==> config.mk <==
export PLATFORM = sky130hd
export DESIGN_NAME = enemy_bullet_flat
export DESIGN_NICKNAME = d
export VERILOG_FILES = /design/src/rtl/enemy_bullet_pkg.sv /design/src/rtl/enemy_bullet_if.sv /design/src/rtl/enemy_bullet_frame_timer.sv /design/src/rtl/enemy_bullet.sv /design/src/flat_wrapper.sv
export SDC_FILE = /design/constraint.sdc
export NUM_CORES = 1
export LEC_CHECK = 0
export BUFFER_PORTS_ARGS = -buffer_cell sky130_fd_sc_hd__buf_2
export CAP_MARGIN = 10
export CORE_UTILIZATION = 59
export CTS_CLUSTER_DIAMETER = 30
export DETAILED_ROUTE_END_ITERATION = 7
export PLACE_DENSITY = 0.92
export RECOVER_POWER = 100
export SKIP_LAST_GASP = 1
export SLEW_MARGIN = 10
export SYNTH_ARGS = -nofsm -noshare
export SYNTH_HDL_FRONTEND = slang
export SYNTH_SLANG_ARGS = --single-unit
==> constraint.sdc <==
create_clock -name clk_i -period 5.71 [get_ports clk_i]
set_clock_uncertainty 0.2 [all_clocks]
set_input_delay 1.713 -clock clk_i [delete_from_list [all_inputs] [get_ports clk_i]]
set_output_delay 1.713 -clock clk_i [all_outputs]
set_load 0.02 [all_outputs]
==> src/rtl/enemy_bullet_pkg.sv <==
// Shared types, constants and hit-test helper for enemy bullets.
// Jitter option: ENEMY_BULLET_JITTER_EN (see enemy_bullet_frame_timer).
package enemy_bullet_pkg;

  typedef enum logic [1:0] {
    COOLDOWN = 2'b01,
    FLYING   = 2'b10
  } state_t;

  localparam logic [9:0] SCREEN_FLOOR = 10'd469;
  localparam logic [7:0] LFSR_SEED    = 8'hA5;

  // Inclusive rectangle overlap; also used by the player-bullet logic.
  function automatic logic overlap(
    input logic [9:0] a_l, input logic [9:0] a_r,
    input logic [9:0] a_t, input logic [9:0] a_b,
    input logic [9:0] b_l, input logic [9:0] b_r,
    input logic [9:0] b_t, input logic [9:0] b_b
  );
    return (a_l <= b_r) && (b_l <= a_r) &&
           (a_t <= b_b) && (b_t <= a_b);
  endfunction

endpackage

==> src/rtl/enemy_bullet_if.sv <==
// Ship/player geometry in, bullet rectangle, colour and hit out.
// master drives ship/player data; slave is the bullet block.
interface enemy_bullet_if;

  logic       frame_i;
  logic       enable_i;
  logic [9:0] shooter_left_i;
  logic [9:0] shooter_right_i;
  logic [9:0] shooter_bot_i;
  logic [9:0] player_left_i;
  logic [9:0] player_right_i;
  logic [9:0] player_top_i;
  logic [9:0] player_bot_i;
  logic       bullet_active_o;
  logic [9:0] bullet_left_o;
  logic [9:0] bullet_right_o;
  logic [9:0] bullet_top_o;
  logic [9:0] bullet_bot_o;
  logic       hit_player_o;
  logic [3:0] bullet_red_o;
  logic [3:0] bullet_green_o;
  logic [3:0] bullet_blue_o;

  modport master (
    output frame_i, enable_i,
    output shooter_left_i, shooter_right_i, shooter_bot_i,
    output player_left_i, player_right_i,
    output player_top_i, player_bot_i,
    input  bullet_active_o, bullet_left_o, bullet_right_o,
    input  bullet_top_o, bullet_bot_o, hit_player_o,
    input  bullet_red_o, bullet_green_o, bullet_blue_o
  );

  modport slave (
    input  frame_i, enable_i,
    input  shooter_left_i, shooter_right_i, shooter_bot_i,
    input  player_left_i, player_right_i,
    input  player_top_i, player_bot_i,
    output bullet_active_o, bullet_left_o, bullet_right_o,
    output bullet_top_o, bullet_bot_o, hit_player_o,
    output bullet_red_o, bullet_green_o, bullet_blue_o
  );

endinterface

==> src/rtl/enemy_bullet_frame_timer.sv <==
// Saturating frame counter gating the next shot.
// ENEMY_BULLET_JITTER_EN adds an LFSR-randomised target per retirement.
module enemy_bullet_frame_timer
  import enemy_bullet_pkg::*;
#(
  parameter logic [15:0] DELAY = 16'd300
) (
  input  logic clk_i,
  input  logic reset_i,
  input  logic i_frame,
  input  logic i_clr,
  input  logic i_retire,
  output logic o_done
);

  logic [15:0] r_cnt;
  logic [15:0] w_target;

`ifdef ENEMY_BULLET_JITTER_EN
  logic [7:0]  r_lfsr;
  logic [15:0] r_target;
  logic        w_fb;

  // Taps 8,6,5,4 give a maximal-length 255 sequence.
  assign w_fb = r_lfsr[7] ^ r_lfsr[5] ^ r_lfsr[4] ^ r_lfsr[3];

  always_ff @(posedge clk_i or posedge reset_i) begin
    if (reset_i) begin
      r_lfsr   <= LFSR_SEED;
      r_target <= DELAY;
    end else begin
      if (i_frame)
        r_lfsr <= {r_lfsr[6:0], w_fb};
      if (i_retire)
        r_target <= DELAY + {10'd0, r_lfsr[5:0]};
    end
  end

  assign w_target = r_target;
`else
  logic w_unused;
  assign w_unused = i_retire;
  assign w_target = DELAY;
`endif

  always_ff @(posedge clk_i or posedge reset_i) begin
    if (reset_i)
      r_cnt <= '0;
    else if (i_clr)
      r_cnt <= '0;
    else if (i_frame && (r_cnt < w_target))
      r_cnt <= r_cnt + 16'd1;
  end

  assign o_done = (r_cnt == w_target);

endmodule

==> src/rtl/enemy_bullet.sv <==
// Enemy bullet: timed spawn under the ship, per-frame descent, hit/floor.
// Optional macro ENEMY_BULLET_JITTER_EN randomises the cooldown length.
module enemy_bullet
  import enemy_bullet_pkg::*;
#(
  parameter logic [15:0] bullet_delay_p = 16'd300,
  parameter logic [9:0]  speed_p        = 10'd4,
  parameter logic [9:0]  bullet_w_p     = 10'd2,
  parameter logic [9:0]  bullet_h_p     = 10'd10,
  parameter logic [9:0]  floor_p        = SCREEN_FLOOR,
  parameter logic [11:0] color_p        = {4'hF, 4'h0, 4'h0}
) (
  input logic         clk_i,
  input logic         reset_i,
  enemy_bullet_if.slave bus
);

  state_t     r_state, w_state;
  logic [9:0] r_left, w_left;
  logic [9:0] r_top, w_top;
  logic       r_hit, w_hit;
  logic       w_fire, w_retire, w_done;
  logic [9:0] w_spawn_left, w_half_span;
  logic [9:0] w_nt, w_nt_bot;
  logic       w_floor, w_over;

  enemy_bullet_frame_timer #(
    .DELAY (bullet_delay_p)
  ) u_timer (
    .clk_i    (clk_i),
    .reset_i  (reset_i),
    .i_frame  (bus.frame_i),
    .i_clr    (w_fire || (r_state == FLYING)),
    .i_retire (w_retire),
    .o_done   (w_done)
  );

  assign w_half_span  = (bus.shooter_right_i - bus.shooter_left_i) >> 1;
  assign w_spawn_left = bus.shooter_left_i + w_half_span
                      - (bullet_w_p >> 1);

  assign w_nt     = r_top + speed_p;
  assign w_nt_bot = w_nt + bullet_h_p;
  assign w_floor  = (w_nt_bot >= floor_p);
  assign w_over   = overlap(r_left, r_left + bullet_w_p,
                            w_nt, w_nt_bot,
                            bus.player_left_i, bus.player_right_i,
                            bus.player_top_i, bus.player_bot_i);

  always_comb begin
    w_state  = r_state;
    w_left   = r_left;
    w_top    = r_top;
    w_hit    = 1'b0;
    w_fire   = 1'b0;
    w_retire = 1'b0;
    unique case (r_state)
      COOLDOWN: begin
        if (w_done && bus.enable_i) begin
          w_fire  = 1'b1;
          w_state = FLYING;
          w_left  = w_spawn_left;
          w_top   = bus.shooter_bot_i + 10'd1;
        end
      end
      FLYING: begin
        if (bus.frame_i) begin
          // Floor wins over a simultaneous player overlap.
          if (w_floor) begin
            w_state  = COOLDOWN;
            w_retire = 1'b1;
          end else if (w_over) begin
            w_state  = COOLDOWN;
            w_retire = 1'b1;
            w_hit    = 1'b1;
          end else begin
            w_top = w_nt;
          end
        end
      end
      default: w_state = COOLDOWN;
    endcase
  end

  always_ff @(posedge clk_i or posedge reset_i) begin
    if (reset_i) begin
      r_state <= COOLDOWN;
      r_left  <= '0;
      r_top   <= '0;
      r_hit   <= 1'b0;
    end else begin
      r_state <= w_state;
      r_left  <= w_left;
      r_top   <= w_top;
      r_hit   <= w_hit;
    end
  end

  assign bus.bullet_active_o = (r_state == FLYING);
  assign bus.bullet_left_o   = r_left;
  assign bus.bullet_right_o  = r_left + bullet_w_p;
  assign bus.bullet_top_o    = r_top;
  assign bus.bullet_bot_o    = r_top + bullet_h_p;
  assign bus.hit_player_o    = r_hit;
  assign bus.bullet_red_o    = color_p[11:8];
  assign bus.bullet_green_o  = color_p[7:4];
  assign bus.bullet_blue_o   = color_p[3:0];

endmodule
==> src/flat_wrapper.sv <==
// flat-port wrapper written by rule: the top's interface ports become plain ports
module enemy_bullet_flat import enemy_bullet_pkg::*;
#(
  parameter logic [15:0] bullet_delay_p = 16'd300,
  parameter logic [9:0]  speed_p        = 10'd4,
  parameter logic [9:0]  bullet_w_p     = 10'd2,
  parameter logic [9:0]  bullet_h_p     = 10'd10,
  parameter logic [9:0]  floor_p        = SCREEN_FLOOR,
  parameter logic [11:0] color_p        = {4'hF, 4'h0, 4'h0}
)
  (clk_i, reset_i, bus_frame_i, bus_enable_i, bus_shooter_left_i, bus_shooter_right_i, bus_shooter_bot_i, bus_player_left_i, bus_player_right_i, bus_player_top_i, bus_player_bot_i, bus_bullet_active_o, bus_bullet_left_o, bus_bullet_right_o, bus_bullet_top_o, bus_bullet_bot_o, bus_hit_player_o, bus_bullet_red_o, bus_bullet_green_o, bus_bullet_blue_o);
  enemy_bullet_if bus_i ();
  input logic clk_i;
  input logic reset_i;
  input wire logic [$bits(bus_i.frame_i)-1:0] bus_frame_i;
  input wire logic [$bits(bus_i.enable_i)-1:0] bus_enable_i;
  input wire logic [$bits(bus_i.shooter_left_i)-1:0] bus_shooter_left_i;
  input wire logic [$bits(bus_i.shooter_right_i)-1:0] bus_shooter_right_i;
  input wire logic [$bits(bus_i.shooter_bot_i)-1:0] bus_shooter_bot_i;
  input wire logic [$bits(bus_i.player_left_i)-1:0] bus_player_left_i;
  input wire logic [$bits(bus_i.player_right_i)-1:0] bus_player_right_i;
  input wire logic [$bits(bus_i.player_top_i)-1:0] bus_player_top_i;
  input wire logic [$bits(bus_i.player_bot_i)-1:0] bus_player_bot_i;
  output wire logic [$bits(bus_i.bullet_active_o)-1:0] bus_bullet_active_o;
  output wire logic [$bits(bus_i.bullet_left_o)-1:0] bus_bullet_left_o;
  output wire logic [$bits(bus_i.bullet_right_o)-1:0] bus_bullet_right_o;
  output wire logic [$bits(bus_i.bullet_top_o)-1:0] bus_bullet_top_o;
  output wire logic [$bits(bus_i.bullet_bot_o)-1:0] bus_bullet_bot_o;
  output wire logic [$bits(bus_i.hit_player_o)-1:0] bus_hit_player_o;
  output wire logic [$bits(bus_i.bullet_red_o)-1:0] bus_bullet_red_o;
  output wire logic [$bits(bus_i.bullet_green_o)-1:0] bus_bullet_green_o;
  output wire logic [$bits(bus_i.bullet_blue_o)-1:0] bus_bullet_blue_o;
  assign bus_i.frame_i = bus_frame_i;
  assign bus_i.enable_i = bus_enable_i;
  assign bus_i.shooter_left_i = bus_shooter_left_i;
  assign bus_i.shooter_right_i = bus_shooter_right_i;
  assign bus_i.shooter_bot_i = bus_shooter_bot_i;
  assign bus_i.player_left_i = bus_player_left_i;
  assign bus_i.player_right_i = bus_player_right_i;
  assign bus_i.player_top_i = bus_player_top_i;
  assign bus_i.player_bot_i = bus_player_bot_i;
  assign bus_bullet_active_o = bus_i.bullet_active_o;
  assign bus_bullet_left_o = bus_i.bullet_left_o;
  assign bus_bullet_right_o = bus_i.bullet_right_o;
  assign bus_bullet_top_o = bus_i.bullet_top_o;
  assign bus_bullet_bot_o = bus_i.bullet_bot_o;
  assign bus_hit_player_o = bus_i.hit_player_o;
  assign bus_bullet_red_o = bus_i.bullet_red_o;
  assign bus_bullet_green_o = bus_i.bullet_green_o;
  assign bus_bullet_blue_o = bus_i.bullet_blue_o;
  enemy_bullet #(.bullet_delay_p(bullet_delay_p), .speed_p(speed_p), .bullet_w_p(bullet_w_p), .bullet_h_p(bullet_h_p), .floor_p(floor_p), .color_p(color_p)) u_core (.clk_i(clk_i), .reset_i(reset_i), .bus(bus_i));
endmodule
==> results by group <==
Critical path
  • Setup crit end kind: register
  • R2R setup slack: 0.88 ns
  • Crit path DAT: 4.79 ns
  • WS Path Type: input pin to register
  • Setup crit start kind: input pin
  • Crit-path max FO: 3
  • CP required: 5.66 ns

Global routing
  • Largest net degree at the start of global routing: 40
  • First-pass GRT wire length: 18600 um
  • Antenna violations before repair: 0
  • Gr usage total: 0.270
  • Vias in the first global route: 4392
  • Total gr overflow: 0

Timing
  • Final setup TNS: 0 ns
  • Minimum clock period: 4.84 ns
  • Setup violators final: 0
  • Period utilization: 0.847
  • Final setup margin: 0.873 ns
  • Final Max Tran Viols: 40
  • Achievable frequency: 0.207 GHz
  • Actual slew at the worst max-slew pin: 2.00 ns
  • Slew margin rel.: -0.335
  • Final Hold Viols: 0
  • RSZ-0062 raised after global routing: no

Cells and area
  • Post-route design area: 0.00528 sq mm
  • Most frequent cells in the layout: inv_1, ha_1, buf_2
  • Share of layout cells above drive strength 1: 0.149
  • Ant diodes: 0
  • Final core occ: 0.686
  • Post-layout nets: 830
  • Fin cells: 780
  • P&R area growth vs syn: 13.0%
  • Commonest non-fill, non-tap cell in the layout: inv_1

Floorplan
  • Initial core utilization: 0.607
  • Height of the die: 90.9 um
  • Die Wd: 90.9 um
  • Core Box Area: 0.00769 sq mm
  • Row count: 32
  • # IOs: 128
  • Die ar.: 0.00827 sq mm

Clock tree
  • H-tree Lvls: 2
  • TritonCTS clock tree: yes
  • Root Buffer Master: clkbuf_8
  • Post-cts sizing count: 0
  • Post-CTS Setup Bufs: 0
  • Clock Sinks: 39
  • Total CTS buffers: 5
  • Worst skew pair latency: 0.29 ns
  • Clock Path Buffers: 2
  • Hold_buf cts: 0
  • Clk slew on worst S/H paths: 0.07 ns

Detailed routing
  • Avg WL per Cell: 13.7 um
  • DR vias/cell: 5.62
  • Routed Antenna Nets: 0
  • Pre-antenna DRT Iters: 4
  • Initial DRC Count: 194
  • Post-route DRC: 0
  • Detailed Route WL: 10700 um
  • Routed vias: 4385

Synthesis
  • Synth cell types: 67
  • Yosys warns: 0
  • Ys async rst share: 1.00
  • Sequential fraction of the synthesis area: 0.209
  • Mapped cell area: 0.00467 sq mm
  • Count of state elements after synthesis: 39
  • Synth area leader: ha_1
  • Top-area cell type share of the netlist area: 0.206
  • Synth Flop Type: dfrtp_1
  • Top cells by area, synth: ha_1, dfrtp_1, inv_1, xnor2_1, xor2_1
  • Syn avg cell area: 8.20 sq um
  • Post-Syn Instances: 569
  • Post-synth EDFFs: 0

Placement
  • Place WS: 0.577 ns
  • Dpl hpwl: 8670 um
  • Placed Instance Area: 0.00523 sq mm
  • Routability cong.: 0.891
  • Cell total after placement: 772
  • Number of port buffers: 115

Flow run
  • Max-capacitance violation count: 1

Pwr
  • P_leak: 2.76 nW
  • Worst vdd ir: 117 uV
  • Power per standard cell area: 163 mW/mm^2

Outcome
  • Status: finished with violations
  • Failing checks: max-capacitance violations, max-slew violations

Hold path
  • Hold WC Path Type: register to register
==> report_power, final <==
part	internal [mW]	total, mW	switching (mW)
clock	0.110	0.204	0.0938
sequential	0.297	0.322	0.0252
combinational	0.157	0.334	0.177
total	0.564	0.860	0.296
==> final cells by class <==
class                      count  area (sq um)
clock buffer                   7          96.3
multi-input combinational    430          3220
tap                          102           128
clock inverter                 1          7.51
fill                         635          2410
timing repair buffer         117           533
inverter                      84           315
sequential                    39           977
==> kinds of logic after synthesis <==
group	after synthesis	share of synthesized area
buf+inv	110	0.108
simple gates	153	0.166
xor+xnor	55	0.110
compound gates	126	0.179
flops	39	0.209
fa+ha+maj	80	0.217
other cells	2	0.00161
mux	4	0.00885
==> final timing paths <==
kind                                                             start                                       to  cells past startpoint
worst max-delay path                            bus_shooter_right_i[0]  u_core.bus.bullet_left_o[9]$_DFFE_PP0P_                     17
worst min-delay path              u_core.u_timer.r_cnt[14]$_DFFE_PP0P_     u_core.u_timer.r_cnt[14]$_DFFE_PP0P_                      1
worst max register to register  u_core.bus.bullet_top_o[2]$_DFFE_PP0P_   u_core.bus.bullet_top_o[4]$_DFFE_PP0P_                     15
worst min register to register    u_core.u_timer.r_cnt[14]$_DFFE_PP0P_     u_core.u_timer.r_cnt[14]$_DFFE_PP0P_                      1
max in group asynchronous                                      reset_i   u_core.bus.bullet_top_o[1]$_DFFE_PP0P_                      3
min in group asynchronous                                      reset_i  u_core.bus.bullet_left_o[8]$_DFFE_PP0P_                      3
==> through the flow <==
step | hold slack, ns | total power [mW]
detailed placement | 0.288 | 0.659
finish | 0.306 | 0.860
CTS | 0.309 | 0.861
global placement | 0.279 | 0.637
global route | 0.323 | 0.930
floorplan | 0.255 | 0.580
==> cells in the mapped netlist (6+ instances only) <==
cell / count
a211oi_1: 8
a21o_1: 11
a21oi_1: 25
and2_1: 6
buf_4: 14
dfrtp_1: 38
ha_1: 77
inv_1: 83
nand2_1: 43
nand2b_1: 7
nand3_1: 16
nand4_1: 12
nor2_1: 32
nor3_1: 8
o21ai_0: 30
o31ai_1: 8
xnor2_1: 30
xor2_1: 21
==> per-layer routing <==
metal  GRT usage  wire [um]  up-vias
li1            -          -     2159
met1       0.307       4350     2032
met2       0.499       5370      156
met3      0.0318        604       38
met4       0.134        380        0
met5           0          0        -
==> flip-flops by register name, summed over array words and instances, names as in the netlist <==
| signal | cells |
|---|---|
| u_core.r_state | 2 |
| u_core.bus.bullet_top_o | 10 |
| u_core.bus.bullet_left_o | 10 |
| u_core.u_timer.r_cnt | 16 |
| u_core.bus.hit_player_o | 1 |
==> critical path: stages <==
cell and delay (ns):
buf_2 0.09, nand2b_1 0.16, fa_1 0.40, a21o_1 0.20, a21oi_1 0.21, nor2b_1 0.07
o21a_1 0.17, o21ai_0 0.20, nand2_1 0.08, ha_1 0.28, inv_1 0.04, ha_1 0.34
a21o_1 0.20, a21o_1 0.20, a31oi_1 0.21, xnor2_1 0.13, o21ai_0 0.08
No activity file was read; power rests on OpenSTA's default activity.
